`src/rtl/bp_be_bserial_pkg.sv`:
```
// Shared definitions for the bit-serial ALU sequencer.
// Holds the opcode and FSM state encodings, plus small per-opcode helpers
// that the controller and the 1-bit slice both use.
package bp_be_bserial_pkg;

  localparam int unsigned bp_be_bserial_opcode_width = 4;

  typedef enum logic [3:0] {
    e_bserial_add   = 4'd0,
    e_bserial_sub   = 4'd1,
    e_bserial_xor   = 4'd2,
    e_bserial_and   = 4'd3,
    e_bserial_or    = 4'd4,
    e_bserial_passb = 4'd5,
    e_bserial_sll   = 4'd6,
    e_bserial_sext  = 4'd7,
    e_bserial_slt   = 4'd8,
    e_bserial_eq    = 4'd9,
    e_bserial_ne    = 4'd10
  } bp_be_bserial_opcode_e;

  typedef enum logic [1:0] {
    e_bserial_idle = 2'd0,
    e_bserial_run  = 2'd1,
    e_bserial_done = 2'd2
  } bp_be_bserial_state_e;

  // Ops whose result is a single flag zero-extended to the full width
  function automatic logic bserial_is_flag_op(input logic [3:0] op);
    return (op == e_bserial_slt) || (op == e_bserial_eq) || (op == e_bserial_ne);
  endfunction

  // Ops that subtract: carry starts at 1 and B is inverted
  function automatic logic bserial_is_sub_op(input logic [3:0] op);
    return (op == e_bserial_sub) || (op == e_bserial_slt);
  endfunction

endpackage

```
`src/rtl/bp_be_bserial_slice.sv`:
```
// One-bit ALU slice for the bit-serial sequencer (purely combinational).
// Ports:
//   op_i          opcode of the operation in flight
//   a_bit_i       current A bit (already gated for sll hold by the controller)
//   b_bit_i       current B bit
//   state_bit_i   carry (add/sub/slt) or sticky difference flag (eq/ne)
//   last_bit_i    high on the final (MSB) bit
//   r_bit_o       result bit for this position
//   state_bit_n_o state bit to carry into the next position
module bp_be_bserial_slice
  import bp_be_bserial_pkg::*;
(
  input  logic [3:0] op_i,
  input  logic       a_bit_i,
  input  logic       b_bit_i,
  input  logic       state_bit_i,
  input  logic       last_bit_i,
  output logic       r_bit_o,
  output logic       state_bit_n_o
);

  logic b_eff;
  logic sum;
  logic cout;
  logic diff_seen;

  always_comb begin
    b_eff     = b_bit_i ^ bserial_is_sub_op(op_i);
    sum       = a_bit_i ^ b_eff ^ state_bit_i;
    cout      = (a_bit_i & b_eff) | (a_bit_i & state_bit_i) | (b_eff & state_bit_i);
    diff_seen = state_bit_i | (a_bit_i ^ b_bit_i);
  end

  always_comb begin
    r_bit_o       = 1'b0;
    state_bit_n_o = state_bit_i;
    case (op_i)
      e_bserial_add,
      e_bserial_sub: begin
        r_bit_o       = sum;
        state_bit_n_o = cout;
      end
      e_bserial_xor:   r_bit_o = a_bit_i ^ b_bit_i;
      e_bserial_and:   r_bit_o = a_bit_i & b_bit_i;
      e_bserial_or:    r_bit_o = a_bit_i | b_bit_i;
      e_bserial_passb: r_bit_o = b_bit_i;
      e_bserial_sll,
      e_bserial_sext:  r_bit_o = a_bit_i;
      e_bserial_slt: begin
        // signed less-than: sign of difference corrected by overflow (cin^cout at MSB)
        state_bit_n_o = cout;
        r_bit_o       = last_bit_i & (sum ^ state_bit_i ^ cout);
      end
      e_bserial_eq: begin
        state_bit_n_o = diff_seen;
        r_bit_o       = last_bit_i & ~diff_seen;
      end
      e_bserial_ne: begin
        state_bit_n_o = diff_seen;
        r_bit_o       = last_bit_i & diff_seen;
      end
      default: r_bit_o = 1'b0;
    endcase
  end

endmodule

```
`src/rtl/bp_be_bserial_ctrl.sv`:
```
// Bit-serial ALU sequencer. Accepts one op over ready/valid, streams the
// operands LSB-first through a 1-bit slice for width_p cycles, and returns
// the assembled result over valid/yumi.
// Ports:
//   clk_i, reset_i  clock, synchronous active-high reset
//   v_i / ready_o   request handshake; op_i, a_i, b_i request payload
//   v_o / yumi_i    result handshake; data_o result (registered)
module bp_be_bserial_ctrl
  import bp_be_bserial_pkg::*;
#(
  parameter int unsigned width_p = 64
) (
  input  logic               clk_i,
  input  logic               reset_i,
  input  logic               v_i,
  output logic               ready_o,
  input  logic [3:0]         op_i,
  input  logic [width_p-1:0] a_i,
  input  logic [width_p-1:0] b_i,
  output logic               v_o,
  output logic [width_p-1:0] data_o,
  input  logic               yumi_i
);

  localparam int unsigned lg_width_lp = $clog2(width_p);

  bp_be_bserial_state_e     state_q, state_d;
  logic [lg_width_lp-1:0]   cnt_q, cnt_d;
  logic [lg_width_lp-1:0]   k_q, k_d;
  logic [3:0]               op_q, op_d;
  logic [width_p-1:0]       a_q, a_d;
  logic [width_p-1:0]       b_q, b_d;
  logic [width_p-1:0]       res_q, res_d;
  logic                     s_q, s_d;
  logic                     ready_q, ready_d;
  logic                     v_q, v_d;

  logic cnt_ge_k;
  logic last_bit;
  logic a_bit;
  logic r_bit;
  logic s_n;

  assign cnt_ge_k = (cnt_q >= k_q);
  assign last_bit = (cnt_q == lg_width_lp'(width_p - 1));
  // sll emits zeros below the shift amount
  assign a_bit    = ((op_q == e_bserial_sll) && !cnt_ge_k) ? 1'b0 : a_q[0];

  bp_be_bserial_slice slice (
    .op_i          (op_q),
    .a_bit_i       (a_bit),
    .b_bit_i       (b_q[0]),
    .state_bit_i   (s_q),
    .last_bit_i    (last_bit),
    .r_bit_o       (r_bit),
    .state_bit_n_o (s_n)
  );

  // Next-state, datapath and handshake logic
  always_comb begin
    state_d = state_q;
    cnt_d   = cnt_q;
    k_d     = k_q;
    op_d    = op_q;
    a_d     = a_q;
    b_d     = b_q;
    res_d   = res_q;
    s_d     = s_q;
    ready_d = ready_q;
    v_d     = v_q;

    case (state_q)
      e_bserial_idle: begin
        if (v_i && ready_q) begin
          op_d    = op_i;
          a_d     = a_i;
          b_d     = b_i;
          k_d     = b_i[lg_width_lp-1:0];
          cnt_d   = '0;
          s_d     = bserial_is_sub_op(op_i);
          ready_d = 1'b0;
          state_d = e_bserial_run;
        end
      end

      e_bserial_run: begin
        b_d = b_q >> 1;
        s_d = s_n;
        // sll holds A until the shift amount is reached; sext freezes A on bit k
        if (op_q == e_bserial_sll) begin
          if (cnt_ge_k) a_d = a_q >> 1;
        end else if (op_q == e_bserial_sext) begin
          if (cnt_q < k_q) a_d = a_q >> 1;
        end else begin
          a_d = a_q >> 1;
        end

        // Flag ops land their single result bit at position 0
        if (last_bit && bserial_is_flag_op(op_q)) begin
          res_d = width_p'(r_bit);
        end else begin
          res_d = {r_bit, res_q[width_p-1:1]};
        end

        if (last_bit) begin
          v_d     = 1'b1;
          state_d = e_bserial_done;
        end else begin
          cnt_d = cnt_q + lg_width_lp'(1);
        end
      end

      e_bserial_done: begin
        if (yumi_i) begin
          v_d     = 1'b0;
          ready_d = 1'b1;
          state_d = e_bserial_idle;
        end
      end

      default: begin
        v_d     = 1'b0;
        ready_d = 1'b1;
        state_d = e_bserial_idle;
      end
    endcase
  end

  // State and datapath registers
  always_ff @(posedge clk_i) begin
    if (reset_i) begin
      state_q <= e_bserial_idle;
      cnt_q   <= '0;
      k_q     <= '0;
      op_q    <= '0;
      a_q     <= '0;
      b_q     <= '0;
      res_q   <= '0;
      s_q     <= 1'b0;
      ready_q <= 1'b1;
      v_q     <= 1'b0;
    end else begin
      state_q <= state_d;
      cnt_q   <= cnt_d;
      k_q     <= k_d;
      op_q    <= op_d;
      a_q     <= a_d;
      b_q     <= b_d;
      res_q   <= res_d;
      s_q     <= s_d;
      ready_q <= ready_d;
      v_q     <= v_d;
    end
  end

  // Consumer must only take a result that is being offered
  always_ff @(posedge clk_i) begin
    if (!reset_i && yumi_i) begin
      assert (v_q);
    end
  end

  assign ready_o = ready_q;
  assign v_o     = v_q;
  assign data_o  = res_q;

endmodule

```
`config.mk`:
```
export PLATFORM = sky130hd
export DESIGN_NAME = bp_be_bserial_ctrl
export DESIGN_NICKNAME = d
export VERILOG_FILES = /design/src/rtl/bp_be_bserial_pkg.sv /design/src/rtl/bp_be_bserial_slice.sv /design/src/rtl/bp_be_bserial_ctrl.sv
export SDC_FILE = /design/constraint.sdc
export NUM_CORES = 1
export LEC_CHECK = 0
export BUFFER_PORTS_ARGS = -buffer_cell sky130_fd_sc_hd__buf_2
export CORE_MARGIN = 4
export CORE_UTILIZATION = 35
export CTS_CLUSTER_SIZE = 25
export DETAILED_ROUTE_END_ITERATION = 10
export PLACE_DENSITY = 0.51
export SLEW_MARGIN = 20
export SYNTH_ARGS = -nofsm -noshare
export SYNTH_HDL_FRONTEND = slang
export SYNTH_SLANG_ARGS = --single-unit
```
`constraint.sdc`:
```
create_clock -name clk_i -period 5.4 [get_ports clk_i]
set_clock_uncertainty 0.05 [all_clocks]
set_input_delay 0.81 -clock clk_i [delete_from_list [all_inputs] [get_ports clk_i]]
set_output_delay 0.81 -clock clk_i [all_outputs]
set_load 0.05 [all_outputs]
```
After elaboration in Yosys (flattened, before gate mapping)
Index checks and enable logic that the tools add are counted.
{"block": "classes", "n_addsub": 1, "n_lt_le_gt_ge": 2, "eq_ne": 22, "n_mux": 27, "n_bitwise": 20, "n_reduce_logical": 23}
{"cell": "$mux 64", "count": 7}
{"cell": "$pmux 64 s2", "count": 2}
{"cell": "$eq 4x3->1 const B", "count": 4}
{"cell": "$eq 4x4->1 const B", "count": 4}
{"cell": "$reduce_and 3->1", "count": 5}
{"cell": "$mux 6", "count": 2}
{"cell": "$pmux 6 s2", "count": 1}
{"cell": "$pmux 1 s9", "count": 1}
{"cell": "$eq 4x1->1 const B", "count": 2}
{"cell": "$eq 4x2->1 const B", "count": 2}
{"cell": "$ne 2x2->1 const B", "count": 4}
{"cell": "$and 1x1->1", "count": 7}
{"cell": "$add 6x1->6 const B", "count": 1}
{"cell": "$eq 6x6->1 const B", "count": 1}
{"cell": "$ge 6x6->1", "count": 1}
{"cell": "$lt 6x6->1", "count": 1}
{"cell": "$mux 1", "count": 6}
{"cell": "$mux 2", "count": 3}
{"cell": "$ne 3x3->1 const B", "count": 2}
{"cell": "$pmux 1 s3", "count": 2}
{"cell": "$pmux 2 s3", "count": 1}
{"cell": "$reduce_or 2->1", "count": 3}
{"cell": "$xor 1x1->1", "count": 6}
{"cell": "$logic_not 4->1", "count": 1}
{"cell": "14 further kinds", "count": 26}
{"block": "totals", "regBits": 213, "word_cells": 105}

Logic depth before layout (Yosys ltp)
Gate-level depths: netlist of the first run.
{"block": "logic_depth", "ltp_word": 11, "ltp_mapped": 13, "ltp_nobuf": 13}

By module
A second synthesis of the first run with hierarchy kept.
{"block": "unflattened", "cells_unflattened": 1029, "area_unflattened_um2": 9544.2}
{"mod": "bp_be_bserial_ctrl", "instances": 1, "cells_each": 994, "area_each_um2": 9271.4, "seq_area_each_um2": 4264.1}
{"mod": "bp_be_bserial_slice", "instances": 1, "cells_each": 35, "area_each_um2": 272.8, "seq_area_each_um2": 0.0}

Worst setup path before layout of the first run
No wires, ideal clock.
{"block": "synth_timing", "path_kind": "reg2reg", "startpoint": "register cnt_q[3]", "endpoint": "register res_q[63] (netlist: data_o[63])", "arrival_time_ns": 2.491, "required_time_ns": 5.220, "path_slack_ns": 2.729, "stages_incl_launch_ff": 11, "path_cell_list": "dfxtp_1 > ha_1 > nand4_1 > o211ai_1 > nand2_1 > fa_1 > nor2b_1 > a211oi_1 > a31o_2 > a221oi_1 > o41ai_1"}
{"block": "synth_via", "elab_chain_len": 11, "elab_cells_between_ends": 24, "classes_between": "1 x order compare; 1 x eq/ne; 3 x mux; 16 x bitwise; 3 x reduce/logical"}
{"element": "start, declared", "line": "bp_be_bserial_ctrl.sv:28", "source": "logic [lg_width_lp-1:0] cnt_q, cnt_d;"}
{"element": "start signal, assigned", "line": "bp_be_bserial_ctrl.sv:144", "source": "cnt_q <= cnt_d;"}
{"element": "$ge 6x6->1", "line": "bp_be_bserial_ctrl.sv:44", "source": "assign cnt_ge_k = (cnt_q >= k_q);"}
{"element": "$logic_not 1->1", "line": "bp_be_bserial_ctrl.sv:47", "source": "assign a_bit = ((op_q == e_bserial_sll) && !cnt_ge_k) ? 1'b0 : a_q[0];"}
{"element": "$logic_and 1x1->1", "line": "bp_be_bserial_ctrl.sv:47"}
{"element": "$mux 1", "line": "bp_be_bserial_ctrl.sv:47"}
{"element": "$xor 1x1->1 or $and 1x1->1 (tied branches)", "line": "bp_be_bserial_slice.sv:29, bp_be_bserial_slice.sv:30"}
{"element": "$xor 1x1->1 or $or 1x1->1 (tied branches)", "line": "bp_be_bserial_slice.sv:29, bp_be_bserial_slice.sv:30"}
{"element": "$xor 1x1->1 or $or 1x1->1 (tied branches)", "line": "bp_be_bserial_slice.sv:52, bp_be_bserial_slice.sv:30"}
{"element": "$xor 1x1->1", "line": "bp_be_bserial_slice.sv:52", "source": "r_bit_o = last_bit_i & (sum ^ state_bit_i ^ cout);"}
{"element": "$and 1x1->1", "line": "bp_be_bserial_slice.sv:52"}
{"element": "$pmux 1 s9", "line": "bp_be_bserial_slice.sv:37", "source": "case (op_i)"}
{"element": "$mux 64 (*)", "line": "bp_be_bserial_ctrl.sv:99", "source": "if (last_bit && bserial_is_flag_op(op_q)) begin"}
{"element": "end signal, assigned", "line": "bp_be_bserial_ctrl.sv:149", "source": "res_q <= res_d;"}
{"element": "end, declared", "line": "bp_be_bserial_ctrl.sv:33", "source": "logic [width_p-1:0] res_q, res_d;"}
Every way passes the cells marked *; elsewhere a longest branch is shown, timed or not.
A chain may end at the register's enable or synchronous reset.

Worst setup path after layout of the first run
Same ends and word-level chain as after synthesis.

==> impl_results.md, run 1 <==
- Largest net degree at the start of global routing: 90
- Fmax: 301 MHz
- Max clock buf depth: 3
- Fill count: about 2.6k
- Crit path time final: ~3300 ps
- Global-route wire length before repair: slightly below 40 mm
- Syn avg cell area: around 9.2 um2
- Critical path class: register to register
- Area fraction of the dominant cell type after synthesis: 45.3%
- Fraction of layout cells with a size suffix above 1: about 27%
- GR met2 Demand/Resource: a little under a quarter
- Number of flops mapped to enable cells by yosys: 0
- Critical Path Start Type: register
- Leak pwr: around 4.9 nW
- Hold-fix buffers, CTS: 0
- WL final: around 25 mm
- Commonest cells post-synth: dfxtp_1, nor2_1, nand2_1
- Synthesized area: 0.00941 mm2
- Met3 usage: about 3.4%
- DR vias/cell: approximately 5.2
- Main combinational cell family by area after synthesis: compound AO/OA/AOI/OAI gates
- Worst VDD drop: ~0.00022 V
- Routed vias: 7923
- Setup repair bufs after CTS: 0
- CTS tree: yes
- Number of global-route vias before repair: 7503
- Die area: approximately 0.03 mm2
- Antenna cell count: 0
- Critical Path RT: roughly 5800 ps
- Die X: around 170 um
- Main area contributors after synthesis: dfxtp_1, a221oi_2, nor2_1
- Worst-path clk slew: roughly 60 ps
- Routed Antenna Nets: 0
- Critical path endpoint category: register
- Synth-to-Final Area Change: 20.9%
- Post-synthesis compound-gate area fraction: a little under a quarter
- Worst Hold Class: register to register
- Max Cap Violations: 0
- Critical Path Fanout Max: 5
- Seq cells post-synth: about 210
- Post-synthesis mux area share: under 10%
- H-tree depth: 1
- GR Overflow Total: 0
- I/O pin count: slightly above 200
- DRT Pass-1 Iters: 5
- Clk sinks: roughly 210
- Slew HR: 27.6%
- Syn nets: around 1.2k
- Power Density: approximately 370 mW/mm2
- Tcrit/Tclk final: between 60% and 70%
- Synth Area in XOR/XNOR: less than 1%
- Sequential area share after synthesis: a little under half
- Clk_lat worst skew: between 500 and 600 ps
- WHS: ~410 ps
- Ys Warns: 0
- Nets: approximately 1.3k
- Ys flop type: dfxtp_1
- DRT iter0 DRCs: around 480
- RSZ-0062 raised after global routing: no
- Mapped Cells: ~1.0k
- Setup TNS: 0 ps
- Global-route usage over all layers: 15.8%
- Core area: approximately 0.026 mm2
- TritonCTS Buffers: 25
- Number of gates resized after cts: 0
- DRC Markers: 0
- Final instance area: about 0.011 mm2
- CTS Root Cell: clkbuf_16
- Slew of the pin with the lowest slew margin: about 1100 ps
- Outcome: completed
- Synth Area in Simple Gates: 16.0%
- Die height: 172 um
- Routability cong.: around 0.75
- Initial antenna violation count: 0
- Netlist cell types: between 40 and 50
- GR Util met1: between 20% and 30%
- Gr busiest metal: met2
- Hold Fails Final Rpt: 0
- Row Count: 59
- Adder-cell share of the synthesized area: under 10%
- Port Buffer Count: ~200
- WL/cell: about 16 um
- Top-count cell post-synth: dfxtp_1
- Final setup violation count: 0
- Arrival time worst endpoint: between 3000 and 4000 ps
- Starting density of the core: 35.8%
- Post-synth ARST share: 0%
- Detailed Place HPWL: ~15 mm
- Synth area leader: dfxtp_1
- Placed Area: 0.0105 mm2
- Slew Viols, Final: 0
## routing by layer
layer	share of wire [%]	up-vias
met1	49	3748
met4	2.1	0
li1	-	3964
met5	0	-
met3	5.8	35
met2	43	176
## cell type report
cell class / instances / area (um2) / area share (%)
multi-input cells: 700 / 4680 / 41.1
flip-flops and latches: 213 / 4260 / 37.5
repair buffers: 210 / 1090 / 9.62
clock buffers: 41 / 776 / 6.81
well taps: 335 / 419 / 3.68
clock inverters: 4 / 95.1 / 0.835
inverters: 15 / 56.3 / 0.495
## worst max-delay path: stages (launching register included)
cell and delay (ps):
dfxtp_1 350, ha_1 320, nand4_1 170, o211ai_1 620, nand2_1 290, ha_1 380
o21a_1 180, a221oi_1 320, a31o_2 220, a221oi_1 80, o41ai_1 250
## through the flow
step	utilization [%]	worst slack, ps	power [mW]	instances
after floorplan	-	2730	2.30	1024
after global placement	40.0	2260	2.45	1473
after detailed placement	40.0	2250	2.45	1473
after CTS	43.3	2250	4.24	1518
after global routing	43.3	1880	4.39	1518
final	43.3	2070	4.17	1518
## flip-flops by register name, summed over array words and instances, names as in the netlist
name	cells
a_q	64
b_q	64
cnt_q	6
data_o	64
k_q	6
op_q	4
ready_o	1
s_q	1
state_q	2
v_o	1
## cell families after synthesis
group | after synthesis
fa+ha+maj | 11
flops | 213
compound gates | 235
xor+xnor | 8
mux | 66
simple gates | 380
buf+inv | 111
## final timing paths
check | slack (ps) | from | cells past startpoint | to
max | 2070 | cnt_q[3] | 10 | data_o[63]
max reg2reg | 2070 | cnt_q[3] | 10 | data_o[63]
min | 410 | k_q[3] | 2 | k_q[3]
min reg2reg | 410 | k_q[3] | 2 | k_q[3]
## report_power, final
part | internal [mW] | switching [mW]
registers | 1.70 | 0.0708
logic | 0.248 | 0.394
clock network | 1.12 | 0.646
total | 3.06 | 1.11
## placed cells by master, fill, tap and decap left out, types with 8 or more instances in the layout
master and n:
a221oi_2 60, mux2i_1 66, nand2_1 156, nor2_1 196, ha_1 9, buf_4 8
a311oi_1 57, clkbuf_8 10, a22oi_1 62, buf_2 200, dfxtp_1 213, inv_1 15
clkbuf_16 25, a21oi_1 21
Note: power is estimated with default switching activity, not from simulation.
==> inputs of run 2 (changes only) <==
PLACE_DENSITY = 0.53   (was 0.51)
clock period = 3 ns   (was 5.4 ns; I/O delays follow)
==> impl_results.md, run 2 (synthesis results as in run 1) <==
- Worst VDD drop: approximately 0.00036 V
- Pwr Total: 7.60 mW
- CTS Root Cell: clkbuf_16
- Final core utilization: between 40% and 50%
- Cell count of the worst reg-to-reg path: 12
- Fmax: roughly 360 MHz
- DR vias/cell: 5.16
- RSZ-0062 raised after global routing: no
- DRC Markers: 0
- Synth-to-Final Area Change: 22.7%
- Routed Antenna Nets: 0
- Port Buffer Count: ~200
- Outcome: completed
- Die X: roughly 170 um
- Sequential cell area: ~0.0043 mm2
- Worst hold path depth: 2
- Final instance area: ~0.012 mm2
- Most common cell after layout, fill and taps aside: dfxtp_1
- Fraction of layout cells with a size suffix above 1: around 28%
- Min-delay src: a_i[63]
- Detailed Place HPWL: ~15 mm
- Clk_lat worst skew: just over 500 ps
- Leak pwr: between 4 and 5 nW
- DRT Pass-1 Iters: 5
- Row Count: 59
- CTS tree: yes
- WL/cell: between 15 and 20 um
- Crit path time final: roughly 2800 ps
- Initial antenna violation count: 0
- Die area: a little under 0.03 mm2
- Critical Path RT: between 3000 and 4000 ps
- H-tree depth: 1
- Hold Path Sink: a_q[63]
- Slew of the pin with the lowest slew margin: 1160 ps
- Hold Fails Final Rpt: 0
- Tcrit/Tclk final: 91.8%
- FF-to-FF Start: cnt_q[0]
- Fill count: ~2.6k
- Clk sinks: 213
- Slew HR: a little under a quarter
- Critical Path Fanout Max: 4
- Arrival time worst endpoint: roughly 3000 ps
- Area of the multi-input gates: 0.00468 mm2
- Global-route usage over all layers: between 10% and 20%
- Crit path cell chain: inv_1 > ha_1 > nand2b_1 > a21oi_1 > o211ai_1 > nand2_2 > fa_1 > nor2b_1 > a211oi_1 > a31o_2 > a221oi_1 > o41ai_1
- Routability cong.: 0.741
- Global-route wire length before repair: around 39 mm
- Critical Path Start Type: register
- I/O pin count: between 200 and 250
- Post-route non-filler standard cell count: 1529
- Placed cells: 1483
- Number of global-route vias before repair: approximately 7.6k
- Largest net degree at the start of global routing: roughly 210
- Max Cap Violations: 0
- WL final: approximately 24 mm
- DRT iter0 DRCs: between 500 and 600
- TritonCTS Buffers: 25
- Setup TNS: 0 ps
- Routed vias: a little under 8k
- Most frequent cells in the layout: dfxtp_1, buf_2, nor2_1
- GR Overflow Total: 0
- Worst Hold Class: primary input to register
- Setup repair bufs after CTS: 0
- Power Density: around 660 mW/mm2
- Slew Viols, Final: 0
- Slowest stage delay, CP: between 400 and 500 ps
- Placed Area: between 0.01 and 0.015 mm2
- FF-to-FF End: data_o[63]
- Die height: about 170 um
- Core area: approximately 0.026 mm2
- Reg2Reg Setup Slack: approximately 240 ps
- Worst-path clk slew: about 60 ps
- Max clock buf depth: 3
- Critical path class: register to register
- Starting density of the core: a little over a third
- Slowest stage cell on the critical path: fa_1
- Final setup violation count: 0
- Nets: approximately 1.3k
- Critical path endpoint category: register
==> run 2: worst max-delay path by stage <==
stage             start         end  slack [ps]  cells after the start
2_1_floorplan  cnt_q[3]  data_o[63]         330                     10
3_3_place_gp     k_q[5]  data_o[63]         280                     11
3_5_place_dp     k_q[5]  data_o[63]         230                     11
4_1_cts          k_q[5]  data_o[63]         220                     11
5_1_grt        cnt_q[0]  data_o[63]           7                     12
6_report       cnt_q[0]  data_o[63]         240                     12
==> run 2: worst max-delay path, delay by kind of cell, from the launching register on <==
kind | cells | cell delay [ps]
flip-flops | 1 | 380
AO/OA/AOI/OAI | 6 | 1020
buffers and inverters | 1 | 60
AND/OR/NAND/NOR | 3 | 350
adder cells (fa/ha/maj) | 2 | 760
==> run 2: power breakdown <==
| part | total, mW | internal (mW) | switching (mW) | leakage, nW |
|---|---|---|---|---|
| Combinational | 1.19 | 0.482 | 0.710 | 2.76 |
| Sequential | 3.19 | 3.06 | 0.126 | 1.75 |
| Clock | 3.22 | 2.01 | 1.21 | 0.433 |
==> run 2: final cells by class <==
class,instances,share of cell area (%)
clock inverter,13,1.49
inverter,15,0.487
multi-input combinational,700,40.5
clock buffer,32,6.16
sequential,213,36.9
timing repair buffer,220,10.8
antenna,1,0.0217
tap,335,3.63
==> run 2: timing repair <==
| item | CTS | global route |
|---|---|---|
| endpoints found under the setup margin | 0 | 1 |
| hold buffers | 0 | 0 |
| gates resized for setup | 0 | 2 |
==> run 2: layer usage <==
metal / track usage (%) / routed length [um] / part of all wire (%) / vias up
li1: - / - / - / 3988
met1: 22.6 / 11800 / 49 / 3706
met2: 23.8 / 10500 / 44 / 167
met3: 3.41 / 1300 / 5.4 / 32
met4: 3.45 / 460 / 1.9 / 0
met5: 0 / 0 / 0 / -
==> run 2: stage by stage <==
| stage | hold slack (ps) | worst slack (ps) |
|---|---|---|
| 6_report | 123 | 245 |
| 5_1_grt | 117 | 6.64 |
| 4_1_cts | 92.9 | 217 |
| 3_5_place_dp | 397 | 234 |
| 3_3_place_gp | 396 | 284 |
| 2_1_floorplan | 386 | 329 |
